**src/rtl/router_a_ctrl.sv**
```systemverilog
// Router A select-line sequencer: arbitrates host access, ALU write-back and bank clear sweep.
// Optional RA_CTRL_RR_EN: round-robin between alu_req and host_req (default: fixed alu > host).
module router_a_ctrl #(
    parameter int unsigned ADDRW   = 5,
    parameter int unsigned TMO_W   = 4,
    parameter int unsigned TMO_MAX = 15
) (
    input  logic             clk,
    input  logic             rst_n,
    input  logic             host_req,
    input  logic             host_rw,
    input  logic [ADDRW-1:0] host_addr,
    output logic             host_ack,
    input  logic             alu_req,
    input  logic             READY,
    output logic             alu_ack,
    output logic             alu_err,
    input  logic             clr_req,
    output logic             clr_done,
    output logic             busy,
    output logic [1:0]       sel_data,
    output logic             sel_dira,
    output logic             sel_dirb,
    output logic [1:0]       sel_write,
    output logic [ADDRW-1:0] dir_out
);

    typedef enum logic [1:0] {
        IDLE   = 2'd0,
        HOST   = 2'd1,
        ALU_WB = 2'd2,
        CLEAR  = 2'd3
    } state_t;

    localparam logic [ADDRW-1:0] CNT_MAX = '1;
    localparam logic [TMO_W-1:0] TMO_LIM = TMO_W'(TMO_MAX);

    state_t           state, state_d;
    logic [TMO_W-1:0] tmo, tmo_d;
    logic [ADDRW-1:0] cnt, cnt_d;
    logic [ADDRW-1:0] haddr_q, haddr_d;
    logic             hrw_q, hrw_d;
    logic             alu_win, host_win;

    logic             host_ack_d, alu_ack_d, alu_err_d, clr_done_d, busy_d;
    logic [1:0]       sel_data_d, sel_write_d;
    logic             sel_dira_d, sel_dirb_d;
    logic [ADDRW-1:0] dir_out_d;

`ifdef RA_CTRL_RR_EN
    logic last_alu, last_alu_d;

    always_comb begin
        alu_win  = alu_req & (~host_req | ~last_alu);
        host_win = host_req & ~alu_win;
    end
`else
    always_comb begin
        alu_win  = alu_req;
        host_win = host_req & ~alu_req;
    end
`endif

    // Everything below is computed for the upcoming cycle, so the registered
    // pulses and selects line up with the state cycle they describe.
    always_comb begin
        state_d    = state;
        tmo_d      = tmo;
        cnt_d      = cnt;
        haddr_d    = haddr_q;
        hrw_d      = hrw_q;
        host_ack_d = 1'b0;
        alu_ack_d  = 1'b0;
        alu_err_d  = 1'b0;
        clr_done_d = 1'b0;
`ifdef RA_CTRL_RR_EN
        last_alu_d = last_alu;
`endif
        case (state)
            IDLE: begin
                if (clr_req) begin
                    state_d    = CLEAR;
                    cnt_d      = '0;
                    clr_done_d = (CNT_MAX == '0);
                end else if (alu_win) begin
                    state_d   = ALU_WB;
                    tmo_d     = '0;
                    alu_ack_d = READY;
                    alu_err_d = ~READY & (TMO_LIM == '0);
`ifdef RA_CTRL_RR_EN
                    last_alu_d = 1'b1;
`endif
                end else if (host_win) begin
                    state_d    = HOST;
                    haddr_d    = host_addr;
                    hrw_d      = host_rw;
                    host_ack_d = 1'b1;
`ifdef RA_CTRL_RR_EN
                    last_alu_d = 1'b0;
`endif
                end
            end
            HOST: state_d = IDLE;
            ALU_WB: begin
                if (alu_ack || alu_err) begin
                    state_d = IDLE;
                end else begin
                    tmo_d     = tmo + 1'b1;
                    alu_ack_d = READY;
                    alu_err_d = ~READY & (tmo_d == TMO_LIM);
                end
            end
            CLEAR: begin
                cnt_d = cnt + 1'b1;
                if (clr_done) state_d = IDLE;
                else          clr_done_d = (cnt_d == CNT_MAX);
            end
            default: state_d = IDLE;
        endcase
    end

    always_comb begin
        sel_data_d  = 2'd0;
        sel_dira_d  = 1'b0;
        sel_dirb_d  = 1'b0;
        sel_write_d = 2'd2;
        dir_out_d   = '0;
        busy_d      = (state_d != IDLE);
        case (state_d)
            HOST: begin
                dir_out_d = haddr_d;
                if (hrw_d) begin
                    sel_dira_d  = 1'b1;
                    sel_write_d = 2'd3;
                end else begin
                    sel_dirb_d = 1'b1;
                end
            end
            ALU_WB: begin
                sel_data_d  = 2'd1;
                sel_write_d = 2'd1;
            end
            CLEAR: begin
                sel_data_d  = 2'd2;
                sel_dira_d  = 1'b1;
                sel_write_d = 2'd3;
                dir_out_d   = cnt_d;
            end
            default: ;
        endcase
    end

    always_ff @(posedge clk) begin
        if (!rst_n) begin
            state     <= IDLE;
            tmo       <= '0;
            cnt       <= '0;
            haddr_q   <= '0;
            hrw_q     <= 1'b0;
            host_ack  <= 1'b0;
            alu_ack   <= 1'b0;
            alu_err   <= 1'b0;
            clr_done  <= 1'b0;
            busy      <= 1'b0;
            sel_data  <= 2'd0;
            sel_dira  <= 1'b0;
            sel_dirb  <= 1'b0;
            sel_write <= 2'd2;
            dir_out   <= '0;
`ifdef RA_CTRL_RR_EN
            last_alu  <= 1'b0;
`endif
        end else begin
            state     <= state_d;
            tmo       <= tmo_d;
            cnt       <= cnt_d;
            haddr_q   <= haddr_d;
            hrw_q     <= hrw_d;
            host_ack  <= host_ack_d;
            alu_ack   <= alu_ack_d;
            alu_err   <= alu_err_d;
            clr_done  <= clr_done_d;
            busy      <= busy_d;
            sel_data  <= sel_data_d;
            sel_dira  <= sel_dira_d;
            sel_dirb  <= sel_dirb_d;
            sel_write <= sel_write_d;
            dir_out   <= dir_out_d;
`ifdef RA_CTRL_RR_EN
            last_alu  <= last_alu_d;
`endif
        end
    end

endmodule

```
**config.mk**
```make
export PLATFORM = sky130hd
export DESIGN_NAME = router_a_ctrl
export DESIGN_NICKNAME = d
export VERILOG_FILES = /design/src/rtl/router_a_ctrl.sv
export SDC_FILE = /design/constraint.sdc
export NUM_CORES = 1
export LEC_CHECK = 0
export BUFFER_PORTS_ARGS = -buffer_cell sky130_fd_sc_hd__buf_2
export CAP_MARGIN = 15
export CORE_UTILIZATION = 48
export DETAILED_ROUTE_END_ITERATION = 10
export PLACE_DENSITY = 0.82
export SLEW_MARGIN = 5
export SYNTH_ARGS = -nofsm -noshare
export SYNTH_HDL_FRONTEND = slang
export SYNTH_SLANG_ARGS = --single-unit
```
**constraint.sdc**
```tcl
create_clock -name clk -period 1.7 [get_ports clk]
set_clock_uncertainty 0.1 [all_clocks]
set_input_delay 0.085 -clock clk [delete_from_list [all_inputs] [get_ports clk]]
set_output_delay 0.085 -clock clk [all_outputs]
set_load 0.01 [all_outputs]
```
==> run summary <==
Outcome -> finished with violations
Slew headroom -> 0.680
CTS max path bufs -> 2
GP Congestion -> 0.807
Placed Cells -> 226
WL/cell -> 16.5 um
Post-synth top flop -> dfxtp_1
Crit Path Class -> flip-flop to flip-flop
Fmax -> 553 MHz
Post-synthesis net count -> 180
Vias in the first global route -> 1281
Final setup vio count -> 15
Synth Cell Area -> 1490 um2
Data arrival time of the critical path -> 1970 ps
Min Tclk post-route -> 1810 ps
RSZ-0062 raised after global routing -> yes
Post-DRT Antenna Nets -> 0
Clk pwr share -> 0.140
Register area share after synthesis -> 0.442
Synth Instances -> 161
Async S/R FF share, synth -> 0
CTS buffer count -> 5
Die Wd -> 57.8 um
Design area -> 2080 um2
Placed instance area -> 1800 um2
Register bit total from synthesis -> 33
Worst vdd ir -> 0.00112 V
Leak pwr -> 0.917 nW
Total detailed-routing wirelength -> 4050 um
Drt pass-1 iters -> 7
Comb pwr share -> 0.564
Share of Yosys cell area claimed by the top area cell type -> 0.442
Die area -> 3340 um2
Worst endpoint required time -> 1860 ps
Initial DRC count -> 49
Via count -> 1391
Largest net degree at the start of global routing -> 28
Die height -> 57.8 um
Maxcap violations -> 0
Register area -> 666 um2
Clk_lat worst skew -> 340 ps
Pre-CTS setup slack -> -90.7 ps
Slowest CP cell -> dfxtp_2
CTS Sinks -> 33
Area of the multi-input gates -> 920 um2
Overall power -> 3.37 mW
Share of post-route cells with drive strength above 1 -> 0.397
DRC Markers -> 1
Synth top area cells -> dfxtp_1 44%, ha_1 5.9%, mux2i_1 5.4%, nand2_1 4.8%, nor2_1 4.3%
Setup crit end kind -> flip-flop
Max incr delay on CP -> 360 ps
Worst-path clk slew -> 100 ps
Post-synth EDFFs -> 0
Final Max Tran Viols -> 0
Power density cells -> 1620 nW/um2
Global-route wire length before repair -> 6020 um
Initial antenna violation count -> 0
Gr usage total -> 0.243
Filler cell count -> 187
Fin nets -> 232
Hold Worst Slack -> 34.5 ps
Placement Rows -> 19
Startpoint Class -> flip-flop
Initial core utilization -> 0.524
Setup TNS -> -860 ps
Switching Share -> 0.386
Core Util, Final -> 0.731
Setup ws final -> -109 ps
Layout Cells excl Fill -> 245
Sequential power share -> 0.296
Mean Syn Cell Area -> 9.28 um2
ANT cells -> 0
CP Cell Sequence -> inv_4 > ha_4 > nor3b_4 > nor3_2 > or3_1 > buf_6 > o31ai_4
Net switching power -> 1.30 mW
Area Overhead vs Synth -> 39.5%
I/O pins -> 28
CORE AREA -> 2850 um2
Total gr overflow -> 0
Synth Warn # -> 0
CTS root buffer -> clkbuf_4
H-tree depth -> 2
CTS tree -> yes
Max Fanout on Critical Path -> 10
Failing checks -> design-rule violations, negative setup slack
Worst Tran Pin Value -> 481 ps
DR vias/cell -> 5.68
Post-DP HPWL -> 2370 um
PortBufs -> 27
Synth unique cells -> 41
Hold Fails Final Rpt -> 0
Cell taking the most area after synthesis -> dfxtp_1
Internal power -> 2.07 mW
Hold Crit Class -> input pin to flip-flop
Period utilization -> 1.06
## state kept, by name, summed over array words and instances (netlist names), 2 cells and up
name       count
sel_data       2
state          2
sel_write      2
tmo            4
haddr_q        5
dir_out        5
cnt            5
## path summary, 6_finish.rpt
check	from	end	slack (ps)	cells past startpoint
worst max-delay path	state[0]$_SDFF_PN0_	sel_write[0]$_SDFF_PN0_	-110	7
worst min-delay path	host_rw	hrw_q$_SDFF_PN0_	30	4
worst max register to register	state[0]$_SDFF_PN0_	sel_write[0]$_SDFF_PN0_	-110	7
worst min register to register	tmo[3]$_SDFFE_PN0P_	tmo[3]$_SDFFE_PN0P_	400	2
## metal layers
metal  vias to the layer above  GRT usage  share of wire
met5                         -          0              0
met3                        15     0.0871          0.069
li1                        652          -              -
met4                         0     0.0884          0.026
met2                        59      0.394           0.50
met1                       665      0.299           0.40
## cell usage after synthesis (all sizes together) (2+ instances only)
cell and count:
dfxtp 33, nand2 19, nor2 17, inv 9, mux2i 8, ha 7
nor2b 6, buf 5, nand3 5, o21ai 5, a21oi 4, nor3 4
a2bb2oi 3, nand2b 3, o21a 3, xnor2 3, a211oi 2, clkbuf 2
nand3b 2, nor3b 2, xor2 2
## final cells by class
class                   count  area share
flip-flops and latches     33       0.319
well taps                  31      0.0186
clock buffers               8      0.0282
multi-input cells         112       0.441
repair buffers             52       0.175
inverters                   9      0.0174
## critical path: cells and delay by family, from the launching register on
family                   cells  cell delay (ps)
buffers and inverters        2              250
adder cells (fa/ha/maj)      1              130
flip-flops                   1              360
AO/OA/AOI/OAI                1              220
AND/OR/NAND/NOR              3              680
## cell families after synthesis
| kind of cell | share of synthesized area |
|---|---|
| AOI/OAI and AO/OA | 0.137 |
| DFF | 0.442 |
| xor gates and xnor gates | 0.0293 |
| and+or+nand+nor | 0.234 |
| adders and majority gates | 0.0586 |
| buffers and inverters | 0.0461 |
| muxes | 0.0536 |
## layout by cell type, fill, tap and decap left out, types with 2 or more instances in the layout
master and n:
mux2i_4 3, mux2i_1 3, nor3_2 2, nand2_1 18, buf_4 12, buf_6 4
nor2b_2 2, ha_1 4, nand3b_1 2, nand3_1 5, xor2_1 2, nor2b_1 2
ha_4 2, mux2i_2 2, xnor2_1 3, o21ai_0 4, clkbuf_4 5, o21a_1 3
dfxtp_1 31, nor2_1 14, clkbuf_1 2, dlygate4sd3_1 7, buf_2 28, nor3_1 2
a21oi_2 2, inv_1 7, nor2b_4 2, nor2_2 3, a21oi_1 2, nand2b_1 3
a211oi_2 2
## what timing repair did
action,4_1_cts,5_1_grt
endpoints found under the setup margin,12,17
cloned,0,1
hold buffers,7,0
gates resized for setup,11,20
setup buffers,0,3
pin swaps,2,2
hold endpoints to repair,7,0
## power by group through the flow
| stage | logic [mW] | clock network [mW] | registers, mW |
|---|---|---|---|
| floorplan | 0.936 | 0 | 1.05 |
| global placement | 1.40 | 0 | 0.995 |
| detailed placement | 1.45 | 0 | 1.00 |
| CTS | 1.58 | 0.475 | 0.987 |
| global route | 2.01 | 0.510 | 1.01 |
| finish | 1.90 | 0.472 | 0.998 |
Power figures use the tool's default switching activity.
